$ cat src/rtl/decode_stage.sv
// IF/ID stage: two-entry skid buffer, flush bubble window and field/format decode; DECODE_ILLEGAL_EN adds the illegal check.
// Latency 1 cycle; in_ready drops the cycle after the skid fills or while a post-flush bubble is counting.
module decode_stage #(
  parameter int PC_W          = 32,
  parameter int BUBBLE_CYCLES = 1
) (
  input  logic            clk,
  input  logic            rst,
  input  logic            flush,
  input  logic            in_valid,
  output logic            in_ready,
  input  logic [31:0]     in_inst,
  input  logic [PC_W-1:0] in_pc,
  output logic            out_valid,
  input  logic            out_ready,
  output logic [31:0]     out_inst,
  output logic [PC_W-1:0] out_pc,
  output logic [4:0]      rr1,
  output logic [4:0]      rr2,
  output logic [4:0]      rw,
  output logic [24:0]     imm,
  output logic [6:0]      opcode,
  output logic [2:0]      funct3,
  output logic [6:0]      funct7,
  output logic [5:0]      fmt,
  output logic            illegal
);

  typedef struct packed {
    logic [31:0]     inst;
    logic [PC_W-1:0] pc;
  } entry_t;

  localparam logic [3:0] BUBBLE_INIT = 4'(BUBBLE_CYCLES);

  entry_t     m_q, m_d, s_q, s_d;
  logic       m_valid_q, m_valid_d;
  logic       s_valid_q, s_valid_d;
  logic [3:0] bcnt_q, bcnt_d;
  logic       accept, consume;
  entry_t     in_ent;

  assign in_ent   = '{inst: in_inst, pc: in_pc};
  assign in_ready = !s_valid_q && (bcnt_q == 4'd0) && !flush;
  assign accept   = in_valid && in_ready;
  assign consume  = m_valid_q && out_ready;

  always_comb begin
    m_d       = m_q;
    m_valid_d = m_valid_q;
    s_d       = s_q;
    s_valid_d = s_valid_q;
    bcnt_d    = (bcnt_q != 4'd0) ? bcnt_q - 4'd1 : 4'd0;
    if (flush) begin
      m_d       = '0;
      m_valid_d = 1'b0;
      s_d       = '0;
      s_valid_d = 1'b0;
      bcnt_d    = BUBBLE_INIT;
    end else if (consume) begin
      // A full skid blocks in_ready, so accept and skid drain never coincide.
      if (s_valid_q) begin
        m_d       = s_q;
        m_valid_d = 1'b1;
        s_d       = '0;
        s_valid_d = 1'b0;
      end else if (accept) begin
        m_d       = in_ent;
        m_valid_d = 1'b1;
      end else begin
        m_d       = '0;
        m_valid_d = 1'b0;
      end
    end else if (!m_valid_q) begin
      if (accept) begin
        m_d       = in_ent;
        m_valid_d = 1'b1;
      end
    end else if (accept) begin
      s_d       = in_ent;
      s_valid_d = 1'b1;
    end
  end

  always_ff @(posedge clk or posedge rst) begin
    if (rst) begin
      m_q       <= '0;
      m_valid_q <= 1'b0;
      s_q       <= '0;
      s_valid_q <= 1'b0;
      bcnt_q    <= 4'd0;
    end else begin
      m_q       <= m_d;
      m_valid_q <= m_valid_d;
      s_q       <= s_d;
      s_valid_q <= s_valid_d;
      bcnt_q    <= bcnt_d;
    end
  end

  assign out_valid = m_valid_q;
  assign out_inst  = m_q.inst;
  assign out_pc    = m_q.pc;
  assign rr1       = m_q.inst[19:15];
  assign rr2       = m_q.inst[24:20];
  assign rw        = m_q.inst[11:7];
  assign imm       = m_q.inst[31:7];
  assign opcode    = m_q.inst[6:0];
  assign funct3    = m_q.inst[14:12];
  assign funct7    = m_q.inst[31:25];

  // fmt bit order is {J,U,B,S,I,R}.
  always_comb begin
    fmt = 6'b000000;
    case (opcode)
      7'b0110011:                                   fmt = 6'b000001;
      7'b0010011, 7'b0000011, 7'b1100111, 7'b1110011: fmt = 6'b000010;
      7'b0100011:                                   fmt = 6'b000100;
      7'b1100011:                                   fmt = 6'b001000;
      7'b0110111, 7'b0010111:                       fmt = 6'b010000;
      7'b1101111:                                   fmt = 6'b100000;
      default:                                      fmt = 6'b000000;
    endcase
  end

`ifdef DECODE_ILLEGAL_EN
  logic shift_bad;
  assign shift_bad = (opcode == 7'b0010011) && (funct3[1:0] == 2'b01) &&
                     (funct7 != 7'b0000000) && (funct7 != 7'b0100000);
  assign illegal   = m_valid_q && ((opcode[1:0] != 2'b11) || (fmt == 6'b000000) || shift_bad);
`else
  assign illegal   = 1'b0;
`endif

endmodule

$ cat config.mk
export PLATFORM = sky130hd
export DESIGN_NAME = decode_stage
export DESIGN_NICKNAME = d
export VERILOG_FILES = /design/src/rtl/decode_stage.sv
export SDC_FILE = /design/constraint.sdc
export NUM_CORES = 1
export LEC_CHECK = 0
export ABC_CLOCK_PERIOD_IN_PS = 3550
export BUFFER_PORTS_ARGS = -buffer_cell sky130_fd_sc_hd__buf_2
export CAP_MARGIN = 15
export CELL_PAD_IN_SITES_DETAIL_PLACEMENT = 0
export CELL_PAD_IN_SITES_GLOBAL_PLACEMENT = 1
export CORE_MARGIN = 8
export CORE_UTILIZATION = 35
export CTS_CLUSTER_DIAMETER = 150
export DETAILED_ROUTE_END_ITERATION = 10
export HOLD_SLACK_MARGIN = 0.05
export PLACE_DENSITY_LB_ADDON = 0.1
export SYNTH_ARGS = -nofsm -noshare
export SYNTH_HDL_FRONTEND = slang
export SYNTH_SLANG_ARGS = --single-unit
$ cat constraint.sdc
create_clock -name clk -period 3.55 [get_ports clk]
set_input_delay 0.1775 -clock clk [delete_from_list [all_inputs] [get_ports clk]]
set_output_delay 0.1775 -clock clk [all_outputs]
set_load 0.03 [all_outputs]
==> flow_summary.yaml <==
synth:
  yosys.area.top_type_share: 0.5526
  ys_top_cells_by_count: "134 x dfrtp_1, 68 x a21oi_1, 66 x nor2_1"
  yosysMostFrequentCell: "dfrtp_1"
  synth_flop_cell: "dfrtp_1"
  synthTopCellsByArea: "dfrtp_1 55%, a22o_1 9.2%, buf_4 7.2%"
  synth_area_um2: 6068
  async_flop_share: 1.000
  syn-instance-count: 567
  synth_cell_types: 35
  ys_warn_count: 0
  synth-edff-count: 0
  avgSynthCellArea_um2: 10.70
  syn_nets: 637
  yosysTopAreaCell: "dfrtp_1"
  synth_seq_cells: 134
  synth-seq-area-share: 0.5526
power_and_ir_drop:
  p_sw_mw: 1.587
  peakVddDrop_v: 0.0003172
  combPwrFrac: 0.251
  p_sw_frac: 0.3408
  seqPwrFrac: 0.380
  cellLeakagePower_nw: 3.863
  p_per_area_nw_per_um2: 580.6
  internal_power_mw: 3.069
  clkPwrFrac: 0.369
clocking:
  clock_sinks: 134
  cts_setup_buffers: 0
  clk_latency_ns: 0.41
  cts-resized-gates: 0
  root_buffer: "clkbuf_16"
  ctsLongestPathBuffers: 2
  clkSlewWorstSetupHoldPaths_ns: 0.06
  cts-htree-levels: 4
  cts_hold_buf: 65
  cts_tree: "built"
  cts_made_buffers: 17
timing:
  tns_ns: 0
  slew_headroom: 0.3706
  fmax_ghz: 0.3914
  worst-slew-pin-transition_ns: 0.9369
  slew_viol_final: 0
  hold_viol_final: 0
  clock_skew_ns: 0.01101
  fin_crit_sh: 0.7197
  rsz0062_at_grt: "no"
  period_needed_ns: 2.555
  setup_viol: 0
die:
  die_x_um: 147.7
  die_area_um2: 21810
  die_h_um: 147.7
  fp.coreArea_um2: 17120
  core.rowCount: 48
  top_level_ports: 199
  start_util: 0.3545
critical_path:
  startpoint_type: "register"
  cp-endpoint: "out_pc[31]"
  reg2regPathDepth: 6
  cp.arrival_ns: 2.88
  crit_path_max_fanout: 7
  cp.required_ns: 3.87
  path_class: "reg2reg"
  ff2ff_setup_slack_ns: 0.99
  endpoint_kind: "register"
  r2r_start: "bcnt_q[0]"
  r2r-end: "out_pc[31]"
  cp-startpoint: "bcnt_q[0]"
route:
  post_drt_wl_per_cell_um: 17.45
  antenna_left: 0
  dr_total_vias: 5039
  dr.pass1.iters: 4
  wl_mm: 17.36
  drt_iter0_drc: 242
  via_per_inst: 5.064
  drc: 0
grt:
  first_global_vias: 5283
  grtUsageTotal: 0.1607
  grt_max_degree: 87
  grt-ovfl-total: 0
  grt_pass1_wl_mm: 28.46
  antenna_found_initial: 0
placement:
  dpl_cell_area_um2: 6787
  portBuffers: 197
  hpwl_mm: 11.00
  gp_congestion: 0.7463
cells_and_area:
  antenna_cells: 0
  drive_gt1_frac: 0.3195
  design_area_um2: 8019
  syn_to_final_growth_pct: 32.14
  postLayoutCoreUtil: 0.4685
  final_nets: 828
  fillers: 1633
min_path:
  min_path_type: "in2reg"
flow_run:
  maxCapViolCount: 0
status:
  status: "complete, no violations"
## power groups by stage
stage / logic [mW] / clock network, mW / registers [mW]
5_1_grt: 1.26 / 1.85 / 1.79
2_1_floorplan: 0.676 / 0 / 2.01
3_3_place_gp: 1.13 / 0 / 1.79
3_5_place_dp: 1.13 / 0 / 1.80
4_1_cts: 1.19 / 1.77 / 1.77
6_report: 1.17 / 1.72 / 1.77
## state kept, by name (all words and copies together) (netlist names)
| register | count |
|---|---|
| s_valid_q | 1 |
| out_valid | 1 |
| bcnt_q | 4 |
| out_pc | 32 |
| s_q | 64 |
| out_inst | 32 |
## layout by cell type, fill, tap and decap left out, drive strengths merged, types with 5 or more instances in the layout
master and count:
o22ai 5, inv 14, o21ai 5, a22o 64
clkinv 6, a22oi 57, a21oi 68, buf 209
clkbuf 19, nand2 6, nand4 5, dfrtp 134
dlygate4sd3 65, nor2 66, nor3 11
## how the worst min path moves through the flow
stage / startpoint / depth (start not counted) / slack [ns] / endpoint
6_report: flush / 2 / 0.17 / out_valid
5_1_grt: flush / 2 / 0.17 / out_valid
2_1_floorplan: in_pc[0] / 1 / 0.31 / s_q[0]
3_5_place_dp: rst / 2 / 0.42 / out_inst[21]
3_3_place_gp: in_pc[17] / 2 / 0.41 / s_q[17]
4_1_cts: flush / 2 / 0.15 / out_valid
## stage by stage
| step | power (mW) | hold WS [ns] | setup WS [ns] | std cells |
|---|---|---|---|---|
| after floorplan | 2.690 | 0.3102 | 1.305 | 567 |
| after global placement | 2.918 | 0.4116 | 1.069 | 899 |
| after detailed placement | 2.925 | 0.4201 | 1.017 | 899 |
| after CTS | 4.729 | 0.1498 | 1.001 | 995 |
| after global routing | 4.895 | 0.1695 | 0.7718 | 995 |
| final | 4.656 | 0.1723 | 0.9949 | 995 |
## area by class of cell
| type | instances | area [um^2] | share of cell area |
|---|---|---|---|
| multi-input cells | 317 | 2007 | 0.2503 |
| well taps | 225 | 281.5 | 0.03511 |
| repair buffers | 274 | 1739 | 0.2169 |
| inverters | 14 | 56.30 | 0.007021 |
| flip-flops and latches | 134 | 3353 | 0.4182 |
| clock inverters | 12 | 128.9 | 0.01607 |
| clock buffers | 19 | 452.9 | 0.05648 |
## routing by layer
layer	track usage	wire length, um
met1	0.2072	7940
met2	0.2583	8236
met3	0.04463	1140
met4	0.04742	46
met5	0	0
## critical path, cell delays in order, from the launching register on
cell and delay [ns]:
dfrtp_1 0.37, inv_1 0.08, ha_1 0.21, or3b_1 0.52, nor3_1 0.81, o2111ai_1 0.26
a31oi_1 0.23
## kinds of logic (layout without fill, tap and decap cells)
logic type,after synthesis,count (layout),share of synthesized area
and+or+nand+nor,104,104,0.07959
xor gates and xnor gates,1,1,0.001444
adders and majority gates,1,1,0.002062
DFF,134,134,0.5526
AOI/OAI and AO/OA,210,210,0.2449
buffers and inverters,116,319,0.1188
other,1,1,0.0006180
No activity file was read; power rests on OpenSTA's default activity.
